File: config.mk
export PLATFORM = sky130hd
export DESIGN_NAME = serial_frame_tx_flat
export DESIGN_NICKNAME = d
export VERILOG_FILES = /design/src/rtl/serial_frame_tx_if.sv /design/src/rtl/serial_frame_tx.sv /design/src/flat_wrapper.sv
export SDC_FILE = /design/constraint.sdc
export NUM_CORES = 1
export LEC_CHECK = 0
export CAP_MARGIN = 5
export CORE_MARGIN = 2
export CORE_UTILIZATION = 50
export CTS_BUF_LIST = sky130_fd_sc_hd__clkbuf_8 sky130_fd_sc_hd__clkbuf_16
export CTS_CLUSTER_DIAMETER = 60
export CTS_CLUSTER_SIZE = 40
export DETAILED_ROUTE_END_ITERATION = 12
export PLACE_DENSITY_LB_ADDON = 0.3
export SLEW_MARGIN = 20
export SYNTH_ARGS = -nofsm -noshare
export SYNTH_HDL_FRONTEND = slang
export SYNTH_SLANG_ARGS = --single-unit
File: constraint.sdc
create_clock -name clk -period 2.4 [get_ports clk]
set_clock_uncertainty 0.2 [all_clocks]
set_input_delay 0.48 -clock clk [delete_from_list [all_inputs] [get_ports clk]]
set_output_delay 0.48 -clock clk [all_outputs]
set_load 0.02 [all_outputs]
File: src/rtl/serial_frame_tx_if.sv
// Purpose: bundles the parallel-load handshake and serial line status of
//          serial_frame_tx into one interface.
// Signals:
//   par_in    8  data word to transmit
//   load      1  transmit request, sampled on the rising clock edge
//   lsb_first 1  bit order for the frame (1 = bit 0 first)
//   ser_out   1  serial line, idles high
//   ready     1  transmitter idle, a load is accepted this cycle
//   busy      1  frame in progress
//   done      1  one-clock pulse on the first idle cycle after a frame
// Modports: master (frame source), slave (the transmitter).
interface serial_frame_tx_if;
  logic [7:0] par_in;
  logic       load;
  logic       lsb_first;
  logic       ser_out;
  logic       ready;
  logic       busy;
  logic       done;

  modport master (
    output par_in, load, lsb_first,
    input  ser_out, ready, busy, done
  );

  modport slave (
    input  par_in, load, lsb_first,
    output ser_out, ready, busy, done
  );
endinterface

File: src/rtl/serial_frame_tx.sv
// Purpose: serialises an 8-bit word into a frame of start bit, 8 data bits,
//          optional even-parity bit and stop bit, each bit held BIT_CYCLES
//          clocks.
// Ports:
//   clk  1  clock, rising edge
//   rst  1  asynchronous active-high reset
//   bus     serial_frame_tx_if.slave (par_in, load, lsb_first in;
//           ser_out, ready, busy, done out, all outputs registered)
// Parameters:
//   BIT_CYCLES  clocks per frame bit, 1..255
//   PARITY_EN   1 inserts an even-parity bit before the stop bit
module serial_frame_tx #(
  parameter int unsigned BIT_CYCLES = 1,
  parameter bit          PARITY_EN  = 1'b0
) (
  input  logic             clk,
  input  logic             rst,
  serial_frame_tx_if.slave bus
);

  localparam int unsigned CNT_W = 8;
  localparam int unsigned IDX_W = 3;
  localparam int unsigned DAT_W = 8;

  typedef enum logic [2:0] {
    S_IDLE   = 3'd0,
    S_START  = 3'd1,
    S_DATA   = 3'd2,
    S_PARITY = 3'd3,
    S_STOP   = 3'd4
  } state_t;

  state_t             state_q, state_d;
  logic [CNT_W-1:0]   cnt_q, cnt_d;
  logic [IDX_W-1:0]   idx_q, idx_d;
  logic [DAT_W-1:0]   data_q, data_d;
  logic               lsb_q, lsb_d;

  logic               ser_q, ser_d;
  logic               busy_q, busy_d;
  logic               ready_q, ready_d;
  logic               done_q, done_d;

  logic               bit_end;

  // Last clock of the current bit period.
  assign bit_end = (cnt_q == CNT_W'(BIT_CYCLES - 1));

  // State, bit timing and captured-frame registers.
  always_ff @(posedge clk or posedge rst) begin
    if (rst) begin
      state_q <= S_IDLE;
      cnt_q   <= '0;
      idx_q   <= '0;
      data_q  <= '0;
      lsb_q   <= 1'b0;
    end else begin
      state_q <= state_d;
      cnt_q   <= cnt_d;
      idx_q   <= idx_d;
      data_q  <= data_d;
      lsb_q   <= lsb_d;
    end
  end

  // Next-state logic; the cycle counter restarts on every bit or state change.
  always_comb begin
    state_d = state_q;
    cnt_d   = cnt_q + CNT_W'(1);
    idx_d   = idx_q;
    data_d  = data_q;
    lsb_d   = lsb_q;

    case (state_q)
      S_IDLE: begin
        cnt_d = '0;
        if (bus.load) begin
          data_d  = bus.par_in;
          lsb_d   = bus.lsb_first;
          state_d = S_START;
        end
      end
      S_START: begin
        if (bit_end) begin
          cnt_d   = '0;
          idx_d   = '0;
          state_d = S_DATA;
        end
      end
      S_DATA: begin
        if (bit_end) begin
          cnt_d = '0;
          idx_d = idx_q + IDX_W'(1);
          if (idx_q == IDX_W'(7)) begin
            state_d = PARITY_EN ? S_PARITY : S_STOP;
          end
        end
      end
      S_PARITY: begin
        if (bit_end) begin
          cnt_d   = '0;
          state_d = S_STOP;
        end
      end
      S_STOP: begin
        if (bit_end) begin
          cnt_d   = '0;
          state_d = S_IDLE;
        end
      end
      default: begin
        cnt_d   = '0;
        state_d = S_IDLE;
      end
    endcase
  end

  // Output decode from the next state so every output lands in a flop
  // aligned with the state it describes.
  always_comb begin
    ser_d   = 1'b1;
    busy_d  = (state_d != S_IDLE);
    ready_d = (state_d == S_IDLE);
    done_d  = (state_q == S_STOP) && (state_d == S_IDLE);

    case (state_d)
      S_START:  ser_d = 1'b0;
      S_DATA:   ser_d = lsb_d ? data_d[idx_d] : data_d[IDX_W'(7) - idx_d];
      S_PARITY: ser_d = ^data_d;
      default:  ser_d = 1'b1;
    endcase
  end

  // Output registers; reset forces the idle line level at once.
  always_ff @(posedge clk or posedge rst) begin
    if (rst) begin
      ser_q   <= 1'b1;
      busy_q  <= 1'b0;
      ready_q <= 1'b1;
      done_q  <= 1'b0;
    end else begin
      ser_q   <= ser_d;
      busy_q  <= busy_d;
      ready_q <= ready_d;
      done_q  <= done_d;
    end
  end

  assign bus.ser_out = ser_q;
  assign bus.busy    = busy_q;
  assign bus.ready   = ready_q;
  assign bus.done    = done_q;

endmodule

File: src/flat_wrapper.sv
// flat-port wrapper written by rule: the top's interface ports become plain ports
module serial_frame_tx_flat 
#(
  parameter int unsigned BIT_CYCLES = 1,
  parameter bit          PARITY_EN  = 1'b0
)
  (clk, rst, bus_par_in, bus_load, bus_lsb_first, bus_ser_out, bus_ready, bus_busy, bus_done);
  serial_frame_tx_if bus_i ();
  input  logic clk;
  input  logic rst;
  input wire logic [$bits(bus_i.par_in)-1:0] bus_par_in;
  input wire logic [$bits(bus_i.load)-1:0] bus_load;
  input wire logic [$bits(bus_i.lsb_first)-1:0] bus_lsb_first;
  output wire logic [$bits(bus_i.ser_out)-1:0] bus_ser_out;
  output wire logic [$bits(bus_i.ready)-1:0] bus_ready;
  output wire logic [$bits(bus_i.busy)-1:0] bus_busy;
  output wire logic [$bits(bus_i.done)-1:0] bus_done;
  assign bus_i.par_in = bus_par_in;
  assign bus_i.load = bus_load;
  assign bus_i.lsb_first = bus_lsb_first;
  assign bus_ser_out = bus_i.ser_out;
  assign bus_ready = bus_i.ready;
  assign bus_busy = bus_i.busy;
  assign bus_done = bus_i.done;
  serial_frame_tx #(.BIT_CYCLES(BIT_CYCLES), .PARITY_EN(PARITY_EN)) u_core (.clk(clk), .rst(rst), .bus(bus_i));
endmodule
==> metrics.txt <==
run status finished with violations; violations in the final reports setup timing; post-CTS setup buffer count 0; average routed wire per standard cell 14.95 um; placed cell count 265; fmax 374.6 MHz; commonest cells after routing, fill and taps aside buf_4 (31), nand2_1 (29), dfrtp_1 (25); total number of H-tree levels 1; class of the worst hold path reg2reg; sort of element at the start of the critical path register; final hold violation count 0; Hold Crit Start u_core.lsb_q; final HPWL from detailed placement 2.914 mm; leakage power 1.005 nW; cell with the most instances on the worst path o21ai_1; number of design-rule violations left by the first detailed-router iteration 101; floorplan die height 62.15 um; final period demand of the worst path 2.669 ns; Seq/Total Area, Yosys 40.12%; count of unique library cells instantiated by Yosys 38; top cell family by delay on the critical path compound AO/OA/AOI/OAI gates; first-pass detailed-route iteration total 4; reported max-cap violation count 0; Final Core Density 67.24%; largest net degree at the start of global routing 28; cell breakdown of the critical path inv_1, ha_2, nor3b_2, and2_4, inv_4, ha_4, o21ai_1, buf_4, nand3b_1, a22oi_1, o21ai_1, o22ai_1, o32ai_2, a21oi_1; cell area after layout 2208 um2; reg-to-reg startpoint u_core.cnt_q[1]; Num CTS Buffers 3; die span in x 62.15 um; data required time of the critical path 2.41 ns; Post-Syn Nets 197; count of yosys warnings during synthesis 0; type of destination of the critical path register; effective utilization at floorplan 51.47%; flop2flop setup slack -0.27 ns; maximum vdd ir drop 595.9 uV; number of antenna cells inserted 0; antenna violations before repair 0; dominant synthesized flop cell dfrtp_1; synthesized area 1690 um2; crit path kind reg2reg; most common cell after layout, fill and taps aside buf_4; post-layout worst setup margin -0.2693 ns; wire length of the first global-routing pass 6.796 mm; via count 1,522; overall power 2.727 mW; count of buffers inserted at the top-level ports 15; via count of the first global-routing pass 1,509; cell area power density 1235 nW/um2; critical path fanouts, max 7; placed cell areas 2100 um2; cell count after synthesis 180; maximum clock path buffer count 2; ys async rst share 100.0%; Core Footprint 3284 um2; Total Routed Length 4.036 mm; start point of the critical path u_core.cnt_q[1]; Area growth syn-to-layout 30.64%; setup repair after global routing missed its margin true; total die area 3862 um2; share of layout cells above drive strength 1 25.45%; DRC violation count after routing 0; clock net sink count 27; Slowest Stage Delay on Critical Path 0.39 ns; Worst Path Arrival 2.68 ns; final weighted congestion in routability-driven placement 0.9468; slew margin rel. 73.39%; Total GRT Usage 21.70%; register bit count reported by yosys 27; buffer type at the clock tree root clkbuf_8; Syn Area/Cell 9.391 um2; post-DR vias/cell 5.637; EDFF count, synth 0; final-stage net count 242; Post-DRT Antenna Nets 0; cell at the slowest stage of the critical path dfrtp_1; Worst Path Buf+Inv 3; Clock transition at path regs 0.10 ns; max-slew violations 0; final number of setup-violating endpoints 1; GR Overflow Total 0; number of placement rows 21; I/O Pins 16; slew at the pin closest to its max-slew limit 0.3991 ns; later-pin clock latency in the skew report 0.28 ns; TritonCTS clock tree built; non-filler cells, final 270; share of the clock period used by the worst path after layout 111.2%
-- cell usage after synthesis (4+ instances only) --
cell,n,area [um2]
nand2_1,29,108.9
dfrtp_1,25,625.6
nor2_1,16,60.06
xnor2_1,15,131.4
a211oi_1,9,67.56
a22oi_1,7,52.55
xor2_1,7,61.31
nand3_1,6,30.03
buf_4,5,37.54
ha_1,5,62.56
o211ai_1,5,37.54
a21oi_1,4,20.02
inv_1,4,15.01
inv_2,4,15.01
nand2_2,4,25.02
-- worst min-delay path, delay by kind of cell, from the launching register on --
family	cells	cell delay, ns
flops	1	0.34
simple gates	2	0.16
-- through the flow --
stage          worst slack (ns)  setup TNS [ns]  hold WS (ns)
6_report                -0.2693         -0.2693        0.3354
5_1_grt                 -0.4441         -0.4441        0.3793
4_1_cts                 -0.2141         -0.2141        0.3408
3_5_place_dp            -0.3560         -0.3560        0.3176
3_3_place_gp            -0.2402         -0.2402        0.2995
2_1_floorplan           -0.1784         -0.1784        0.2597
-- power breakdown --
| part | switching, mW | internal (mW) | leakage (nW) | total (mW) |
|---|---|---|---|---|
| sequential | 0.117 | 0.613 | 0.346 | 0.730 |
| clock | 0.146 | 0.115 | 0.0269 | 0.261 |
| combinational | 0.943 | 0.793 | 0.632 | 1.74 |
-- routing by layer --
metal	global-route usage [%]	vias to the layer above	part of all wire (%)
met3	1.993	4	5.3
li1	-	721	-
met5	0	-	0
met4	6.667	0	0.94
met2	38.32	58	51
met1	28.32	739	43
-- logic make-up after synthesis --
family                   share of synthesized area [%]
AO/OA/AOI/OAI                                    17.91
XOR/XNOR                                         11.40
adder cells (fa/ha/maj)                          3.701
buffers and inverters                            4.959
flip-flops                                       40.12
AND/OR/NAND/NOR                                  21.91
-- final timing paths --
path / to / cells past startpoint
worst min-delay path: u_core.lsb_q / 2
worst max register to register: u_core.bus.ser_out / 14
max in group asynchronous: u_core.bus.ready / 3
worst min register to register: u_core.lsb_q / 2
worst max-delay path: u_core.bus.ser_out / 14
min in group asynchronous: u_core.cnt_q[3] / 3
-- sequential cells by signal, indices dropped and copies added (netlist names) --
register and count:
u_core.bus.busy 1, u_core.bus.done 1, u_core.bus.ready 1, u_core.bus.ser_out 1, u_core.cnt_q 8, u_core.data_q 8, u_core.idx_q 3, u_core.lsb_q 1
u_core.state_q 3
-- cell type report --
| type | count | area, um2 |
|---|---|---|
| clock buffer | 3 | 41.29 |
| clock inverter | 1 | 3.754 |
| tap | 46 | 57.56 |
| inverter | 8 | 32.53 |
| timing repair buffer | 46 | 382.9 |
| multi-input combinational | 139 | 1012 |
| fill | 264 | 1076 |
| sequential | 27 | 678.2 |
-- what timing repair did --
item / 4_1_cts / 5_1_grt
setup endpoints to repair: 1 / 1
pin swaps: 1 / 0
gates resized for setup: 7 / 0
hold buffers: 0 / 0
cloned: 1 / 0
Note: power is estimated with default switching activity, not from simulation.
